==> config.mk <==
export PLATFORM = sky130hd
export DESIGN_NAME = array_output_aligner
export DESIGN_NICKNAME = d
export VERILOG_FILES = /design/src/rtl/array_output_aligner.sv
export SDC_FILE = /design/constraint.sdc
export NUM_CORES = 1
export LEC_CHECK = 0
export BUFFER_PORTS_ARGS = -buffer_cell sky130_fd_sc_hd__buf_2
export CAP_MARGIN = 20
export CORE_MARGIN = 4
export CORE_UTILIZATION = 58
export DETAILED_ROUTE_END_ITERATION = 16
export PLACE_DENSITY = 0.79
export RECOVER_POWER = 50
export SKIP_LAST_GASP = 1
export SLEW_MARGIN = 20
export SYNTH_ARGS = -nofsm -noshare
export SYNTH_HDL_FRONTEND = slang
export SYNTH_SLANG_ARGS = --single-unit
==> constraint.sdc <==
create_clock -name clk -period 3.4 [get_ports clk]
set_input_delay 0.68 -clock clk [delete_from_list [all_inputs] [get_ports clk]]
set_output_delay 0.68 -clock clk [all_outputs]
set_load 0.02 [all_outputs]
==> src/rtl/array_output_aligner.sv <==
// Aligns per-column skewed result streams from the systolic array into one wide beat.
// Each column is buffered in a lane FIFO; mixed tlast heads are discarded up to the next tlast per lane.
module array_output_aligner #(
  parameter int LANES      = 4,
  parameter int DATA_WIDTH = 16,
  parameter int USER_WIDTH = 1,
  parameter int FIFO_DEPTH = 4
) (
  input  logic                        clk,
  input  logic                        rst_n,
  input  logic [LANES*DATA_WIDTH-1:0] s_axis_tdata,
  input  logic [LANES-1:0]            s_axis_tvalid,
  output logic [LANES-1:0]            s_axis_tready,
  input  logic [LANES-1:0]            s_axis_tlast,
  input  logic [LANES*USER_WIDTH-1:0] s_axis_tuser,
  output logic [LANES*DATA_WIDTH-1:0] m_axis_tdata,
  output logic                        m_axis_tvalid,
  input  logic                        m_axis_tready,
  output logic                        m_axis_tlast,
  output logic [LANES*USER_WIDTH-1:0] m_axis_tuser,
  output logic                        err_unaligned_data
);

  localparam int AW = (FIFO_DEPTH > 1) ? $clog2(FIFO_DEPTH) : 1;
  localparam int EW = DATA_WIDTH + USER_WIDTH + 1;

  // state | meaning
  // RUN   | pop all lanes together when every lane has a head and the output can load
  // DROP  | discard beats on each not-done lane up to and including its tlast
  typedef enum logic {RUN, DROP} state_t;

  state_t                      state, state_nxt;
  logic                        ready_en;
  logic [LANES-1:0]            full, empty, push, pop, head_last, done, done_nxt;
  logic [LANES*DATA_WIDTH-1:0] head_data;
  logic [LANES*USER_WIDTH-1:0] head_user;
  logic                        load_ok, all_same, emit, err_set;

  for (genvar k = 0; k < LANES; k++) begin : g_lane
    logic [EW-1:0] mem [FIFO_DEPTH];
    logic [AW:0]   wr_ptr, rd_ptr;

    always_ff @(posedge clk or negedge rst_n) begin
      if (!rst_n) begin
        wr_ptr <= '0;
        rd_ptr <= '0;
      end else begin
        if (push[k]) wr_ptr <= wr_ptr + {{AW{1'b0}}, 1'b1};
        if (pop[k])  rd_ptr <= rd_ptr + {{AW{1'b0}}, 1'b1};
      end
    end

    // storage needs no reset: pointers alone define validity
    always_ff @(posedge clk) begin
      if (push[k])
        mem[wr_ptr[AW-1:0]] <= {s_axis_tlast[k],
                                s_axis_tuser[k*USER_WIDTH +: USER_WIDTH],
                                s_axis_tdata[k*DATA_WIDTH +: DATA_WIDTH]};
    end

    assign empty[k] = (wr_ptr == rd_ptr);
    assign full[k]  = (wr_ptr[AW-1:0] == rd_ptr[AW-1:0]) && (wr_ptr[AW] != rd_ptr[AW]);
    assign push[k]  = s_axis_tvalid[k] & s_axis_tready[k];
    assign {head_last[k],
            head_user[k*USER_WIDTH +: USER_WIDTH],
            head_data[k*DATA_WIDTH +: DATA_WIDTH]} = mem[rd_ptr[AW-1:0]];
  end

  // holds tready low through reset and releases it on the first edge afterwards
  always_ff @(posedge clk or negedge rst_n) begin
    if (!rst_n) ready_en <= 1'b0;
    else        ready_en <= 1'b1;
  end

  assign s_axis_tready = ready_en ? ~full : '0;
  assign load_ok       = !m_axis_tvalid || m_axis_tready;
  assign all_same      = (&head_last) || !(|head_last);

  always_comb begin
    state_nxt = state;
    pop       = '0;
    done_nxt  = done;
    emit      = 1'b0;
    err_set   = 1'b0;
    case (state)
      RUN: begin
        if (!(|empty) && load_ok) begin
          pop = '1;
          if (all_same) begin
            emit = 1'b1;
          end else begin
            err_set   = 1'b1;
            done_nxt  = head_last;
            state_nxt = DROP;
          end
        end
      end
      DROP: begin
        pop      = ~done & ~empty;
        done_nxt = done | (pop & head_last);
        if (&done_nxt) begin
          done_nxt  = '0;
          state_nxt = RUN;
        end
      end
      default: state_nxt = RUN;
    endcase
  end

  always_ff @(posedge clk or negedge rst_n) begin
    if (!rst_n) begin
      state <= RUN;
      done  <= '0;
    end else begin
      state <= state_nxt;
      done  <= done_nxt;
    end
  end

  always_ff @(posedge clk or negedge rst_n) begin
    if (!rst_n) begin
      m_axis_tvalid      <= 1'b0;
      m_axis_tlast       <= 1'b0;
      m_axis_tdata       <= '0;
      m_axis_tuser       <= '0;
      err_unaligned_data <= 1'b0;
    end else begin
      if (emit) begin
        m_axis_tvalid <= 1'b1;
        m_axis_tlast  <= head_last[0];
        m_axis_tdata  <= head_data;
        m_axis_tuser  <= head_user;
      end else if (m_axis_tready) begin
        m_axis_tvalid <= 1'b0;
      end
      err_unaligned_data <= err_set;
    end
  end

endmodule
==> flow_summary.ini, run 1 <==
[clock_tree]
cts_buffer_depth = 3
clk_pin_slew_ns = 0.06
cts_tree = yes
post_cts_buffers = 0
insertion_delay_ns = 0.52
cts.sink_count = 389
cts_root_buf = clkbuf_16
numCtsBuffers = 40
cts_resized = 0
htree_levels = 2
hold_buffers = 0

[floorplanning]
initial_core_util_pct = 59.1
dieArea_mm2 = 0.0284
core-area_mm2 = 0.0253
pin_count = 154
die_x_um = 168
die_h_um = 168
num_rows = 58

[power_and_ir_drop]
comb_power_share_pct = 31.5
powerDensity_mw_per_mm2 = 915
power_switching_mw = 4.94
switching_share_pct = 31.2
internal-power_mw = 10.9
peakVddDrop_uv = 585
seq_power_share_pct = 42.5
leakage_nw = 6.27
pwr-share-clk_pct = 26.0

[place]
gp_congestion = 0.794
port_buffers = 153
hpwl_mm = 16.9

[synthesis]
ys.flop_type = edfxtp_1
async_flop_share_pct = 26.0
syn_inst = 716
synth_edf_count = 288
ys_ff_latch = 389
synth_common_cells = 288 x edfxtp_1, 101 x dfrtp_1, 72 x mux4_2
synth.area.top_cells = edfxtp_1 58%, dfrtp_1 17%, mux4_2 11%
avgSynthCellArea_um2 = 20.8
mappedNetlistNets = 815
yosysSeqAreaShare_pct = 74.9
synth_top_area_share_pct = 58.0
synthMostInstantiatedCell = edfxtp_1
synth_largest_area_cell = edfxtp_1
yosysWarnings = 0
post_synth_num_cell_types = 42
syn-cell-area_mm2 = 0.0149

[worst_setup_path]
setup.worst_path.start_class = register
worstPathMaxFanout = 20
cp.required_ns = 2.72
crit_type = register to primary output
arrival_ns = 2.21
end_kind = primary output

[outcome]
failed_checks = capacitance limit, slew limit
status = finished, violations left

[global_routing]
grt_max_degree = 61
grt-ovfl-total = 0
antenna_found_initial = 1
gr-usage-all-layers_pct = 19.7
grt_pass1_wl_mm = 43.6
grt_pass1_vias = 7800

[sta]
hold_violations = 0
slew_headroom_pct = -77.7
finClkSkew_ns = 0.0171
fin_setup_tns_ns = 0
tightest_slew_ns = 2.67
setup_viol = 0
slew_violations = 42
rsz0062_at_grt = false
final.period_utilization_pct = 85.0
layout_min_cycle_time_ns = 2.89
fmax_ghz = 0.346

[route]
via_per_inst = 5.69
first_iter_violations = 522
wl_per_cell_um = 21.3
drc = 0
totalWireLength_mm = 27.2
ant_nets = 0
dr.pass1.iters = 4
dr_total_vias = 7249

[finish]
syn_to_final_growth_pct = 16.0
nets = 1011
fin_util_pct = 68.5
layout-drive-gt1-share_pct = 29.0

[flow_run]
cap_violations = 1

[worst_hold_path]
hold_path_class = input port to register
[final timing paths]
kind	cells past startpoint	slack (ns)	to	startpoint
max in group asynchronous	1	0.87	m_axis_tdata[8]$_DFFE_PN0P_	rst_n
min in group asynchronous	1	1.01	m_axis_tdata[46]$_DFFE_PN0P_	rst_n
min reg2reg	1	0.49	g_lane[0].wr_ptr[2]$_DFFE_PN0N_	g_lane[0].wr_ptr[2]$_DFFE_PN0N_
max reg2reg	6	0.56	m_axis_tdata[6]$_DFFE_PN0P_	g_lane[2].rd_ptr[0]$_DFFE_PN0P_
max	5	0.51	s_axis_tready[0]	g_lane[0].rd_ptr[0]$_DFFE_PN0P_
min	1	0.43	g_lane[0].mem[0][2]$_DFFE_PP_	s_axis_tdata[2]
[final cells by class]
class / instances / area [um2]
Sequential cell: 389 / 11200
Fill cell: 1699 / 7950
Multi-Input combinational cell: 288 / 3540
Clock buffer: 63 / 1180
Timing Repair Buffer: 181 / 876
Tap cell: 330 / 413
Clock inverter: 9 / 75.1
Inverter: 12 / 45.0
Antenna cell: 1 / 2.50
[metrics by stage]
step	hold WS (ns)	cells	cell area [um2]	power (mW)	setup WS, ns
floorplan	0.384	716	14900	10.4	0.632
global placement	0.471	1200	16200	11.7	0.641
detailed placement	0.475	1200	16200	11.9	0.589
CTS	0.203	1272	17400	16.1	0.456
global route	0.424	1272	17300	16.7	0.327
finish	0.428	1273	17300	15.8	0.511
[cells by family (layout without fill, tap and decap cells)]
logic type,after synthesis,after routing,synth area share [%]
fa+ha+maj,20,20,1.68
other cells,1,2,0.0251
xor+xnor,28,28,1.64
mux,149,149,16.7
flops,389,389,74.9
buf+inv,39,265,1.37
simple gates,63,63,2.43
compound gates,27,27,1.26
[power by group through the flow]
stage	Clock [mW]	Combinational [mW]	Sequential (mW)
after floorplan	0	3.20	7.18
after global placement	0	4.98	6.77
after detailed placement	0	5.10	6.81
after CTS	4.22	5.13	6.73
after global routing	4.44	5.45	6.84
final	4.12	4.98	6.72
[registers in the layout, indices dropped and copies added, names as in the netlist]
register / count
g_lane.wr_ptr: 12
m_axis_tvalid: 1
g_lane.mem: 288
state: 1
done: 4
err_unaligned_data: 1
m_axis_tdata: 64
ready_en: 1
g_lane.rd_ptr: 12
m_axis_tuser: 4
m_axis_tlast: 1
[cell usage in the layout, fill, tap and decap left out, types with 2 or more instances in the layout]
cell type,n
nor2_1,7
inv_1,12
o21ai_0,8
buf_12,3
clkbuf_1,125
ha_1,20
a21oi_1,3
dfrtp_1,101
nor3_1,2
o311a_1,3
nor2b_1,5
clkbuf_8,7
o31ai_1,2
mux4_2,72
and3_1,16
edfxtp_1,288
clkbuf_16,41
xor2_1,20
a32oi_1,3
clkinv_2,5
nand3_1,5
a21o_1,2
mux2_1,6
buf_2,43
mux2_2,71
buf_4,25
nand4b_1,2
nand2b_1,4
nand2_1,11
xnor2_1,8
nand4_1,2
or3_1,2
[critical path, stage by stage, from the launching register on]
cell and delay, ns:
dfrtp_1 0.36, buf_4 0.38, xor2_1 0.29, nor2_1 0.07, a21oi_1 0.34, buf_2 0.26
[metal layers]
layer,track usage (%),wire [um],vias up
met3,3.73,1420,41
met1,28.1,11600,3782
met4,4.66,449,2
met2,32.3,13700,176
li1,-,-,3248
met5,0,13,-
Power figures use the tool's default switching activity.
==> run 2: changes to the inputs <==
clock period = 2.7 ns   (was 3.4 ns; I/O delays follow)
==> flow_summary.ini, run 2 (synthesis gave the netlist of run 1 again) <==
[worst_setup_path]
worstPathMaxFanout = 7
critPathLaunch = g_lane[0].rd_ptr[0]$_DFFE_PN0P_
end_kind = register
arrival_ns = 3.02
crit_type = register to register
r2r_start = g_lane[0].rd_ptr[0]$_DFFE_PN0P_
cp.required_ns = 3.09
setup.worst_path.start_class = register

[power_and_ir_drop]
peakVddDrop_uv = 640
powerDensity_mw_per_mm2 = 1150
power_mw = 20.3
leakage_nw = 6.45

[finish]
layout_common_cells = 288 x edfxtp_1, 123 x clkbuf_1, 101 x dfrtp_1, 72 x mux4_2, 71 x mux2_2
fin_util_pct = 70.0
stdcell_count = 1295
syn_to_final_growth_pct = 18.5
final_common_cell = edfxtp_1
layout-drive-gt1-share_pct = 31.0
nets = 1034
nFillCells = 1608
largest_reg_flops = 288
postLayoutCellArea_mm2 = 0.0177

[floorplanning]
num_rows = 58
die_x_um = 168
die_h_um = 168
core-area_mm2 = 0.0253
pin_count = 154
dieArea_mm2 = 0.0284
initial_core_util_pct = 59.1

[global_routing]
grt_max_degree = 45
grt_pass1_vias = 7746
grt_pass1_wl_mm = 43.4
gr-usage-all-layers_pct = 19.6
grt-ovfl-total = 0
antenna_found_initial = 1

[route]
wl_per_cell_um = 21.7
first_iter_violations = 575
totalWireLength_mm = 28.1
drc = 0
dr.pass1.iters = 5
ant_nets = 0
dr_total_vias = 7357
via_per_inst = 5.68

[place]
port_buffers = 153
place_area_mm2 = 0.0164
hpwl_mm = 17.4
gp_congestion = 0.795
post-place-ws_ns = 0.0124
placed_cells = 1214

[clock_tree]
cts_tree = yes
cts_root_buf = clkbuf_16
htree_levels = 2
clk_pin_slew_ns = 0.06
cts_buffer_depth = 3
cts.sink_count = 389
numCtsBuffers = 38
insertion_delay_ns = 0.51

[sta]
fin_ws_ns = 0.0629
fin_setup_tns_ns = 0
rsz0062_at_grt = true
final.period_utilization_pct = 97.7
layout_min_cycle_time_ns = 2.64
setup_viol = 0
slew_headroom_pct = -54.3
tightest_slew_ns = 2.31
finClkSkew_ns = 0.0133
fmax_ghz = 0.379
hold_ws_ns = 0.284
hold_violations = 0
slew_violations = 37

[worst_hold_path]
hold_path_class = input port to register
hp-start = s_axis_tdata[16]

[flow_run]
cap_violations = 1

[outcome]
status = finished, violations left
failed_checks = capacitance limit, slew limit
==> run 2: cell types whose count changed in the layout (fill, tap and decap cells not counted), moves of 3 or more <==
cell and delta:
buf_12 +7, buf_2 +4, buf_4 +7, buf_6 +5, bufinv_16 +3, clkbuf_8 -3
clkinv_2 -3
==> run 2: repair_timing <==
item | 4_1_cts | 5_1_grt
gates resized for setup | 4 | 10
endpoints found under the setup margin | 3 | 75
pin swaps | 1 | 4
buffers inserted | 3 | 3
hold buffers | 0 | 0
gates cloned | 0 | 5
==> run 2: final timing paths <==
kind                                                    to  slack (ns)  cells past startpoint
max in group asynchronous     m_axis_tdata[59]$_DFFE_PN0P_        0.46                      2
min                          g_lane[1].mem[2][0]$_DFFE_PP_        0.28                      1
min reg2reg                g_lane[2].rd_ptr[2]$_DFFE_PN0P_        0.49                      1
max reg2reg                   m_axis_tdata[54]$_DFFE_PN0P_        0.06                      7
max                           m_axis_tdata[54]$_DFFE_PN0P_        0.06                      7
min in group asynchronous     m_axis_tdata[38]$_DFFE_PN0P_        0.71                      1
==> run 2: power by group <==
part	switching, mW	total (mW)	internal, mW	leakage (nW)
registers	0.687	8.48	7.79	3.83
logic	3.53	6.67	3.14	2.02
clock network	2.04	5.18	3.14	0.596
==> run 2: routing by layer <==
layer	wire [um]	vias to the layer above	track usage, %
met5	11	-	0
met4	393	2	4.13
met3	1640	35	4.09
met2	14400	197	32.6
met1	11600	3831	27.4
li1	-	3292	-
==> run 2: area by class of cell <==
class                      count  area, um2  area share (%)
clock buffer                  59       1080            6.12
inverter                      12       45.0           0.255
timing repair buffer         206       1250            7.08
clock inverter                10        150           0.850
antenna                        1       2.50          0.0142
sequential                   389      11200            63.2
tap                          330        413            2.34
multi-input combinational    288       3550            20.1
==> run 2: critical path: stages (launching register included) <==
cell	delay, ns
dfrtp_1	0.37
mux4_2	0.58
or4_4	0.51
and2_4	0.16
nor3_4	0.19
buf_6	0.19
clkbuf_16	0.17
mux2_2	0.34
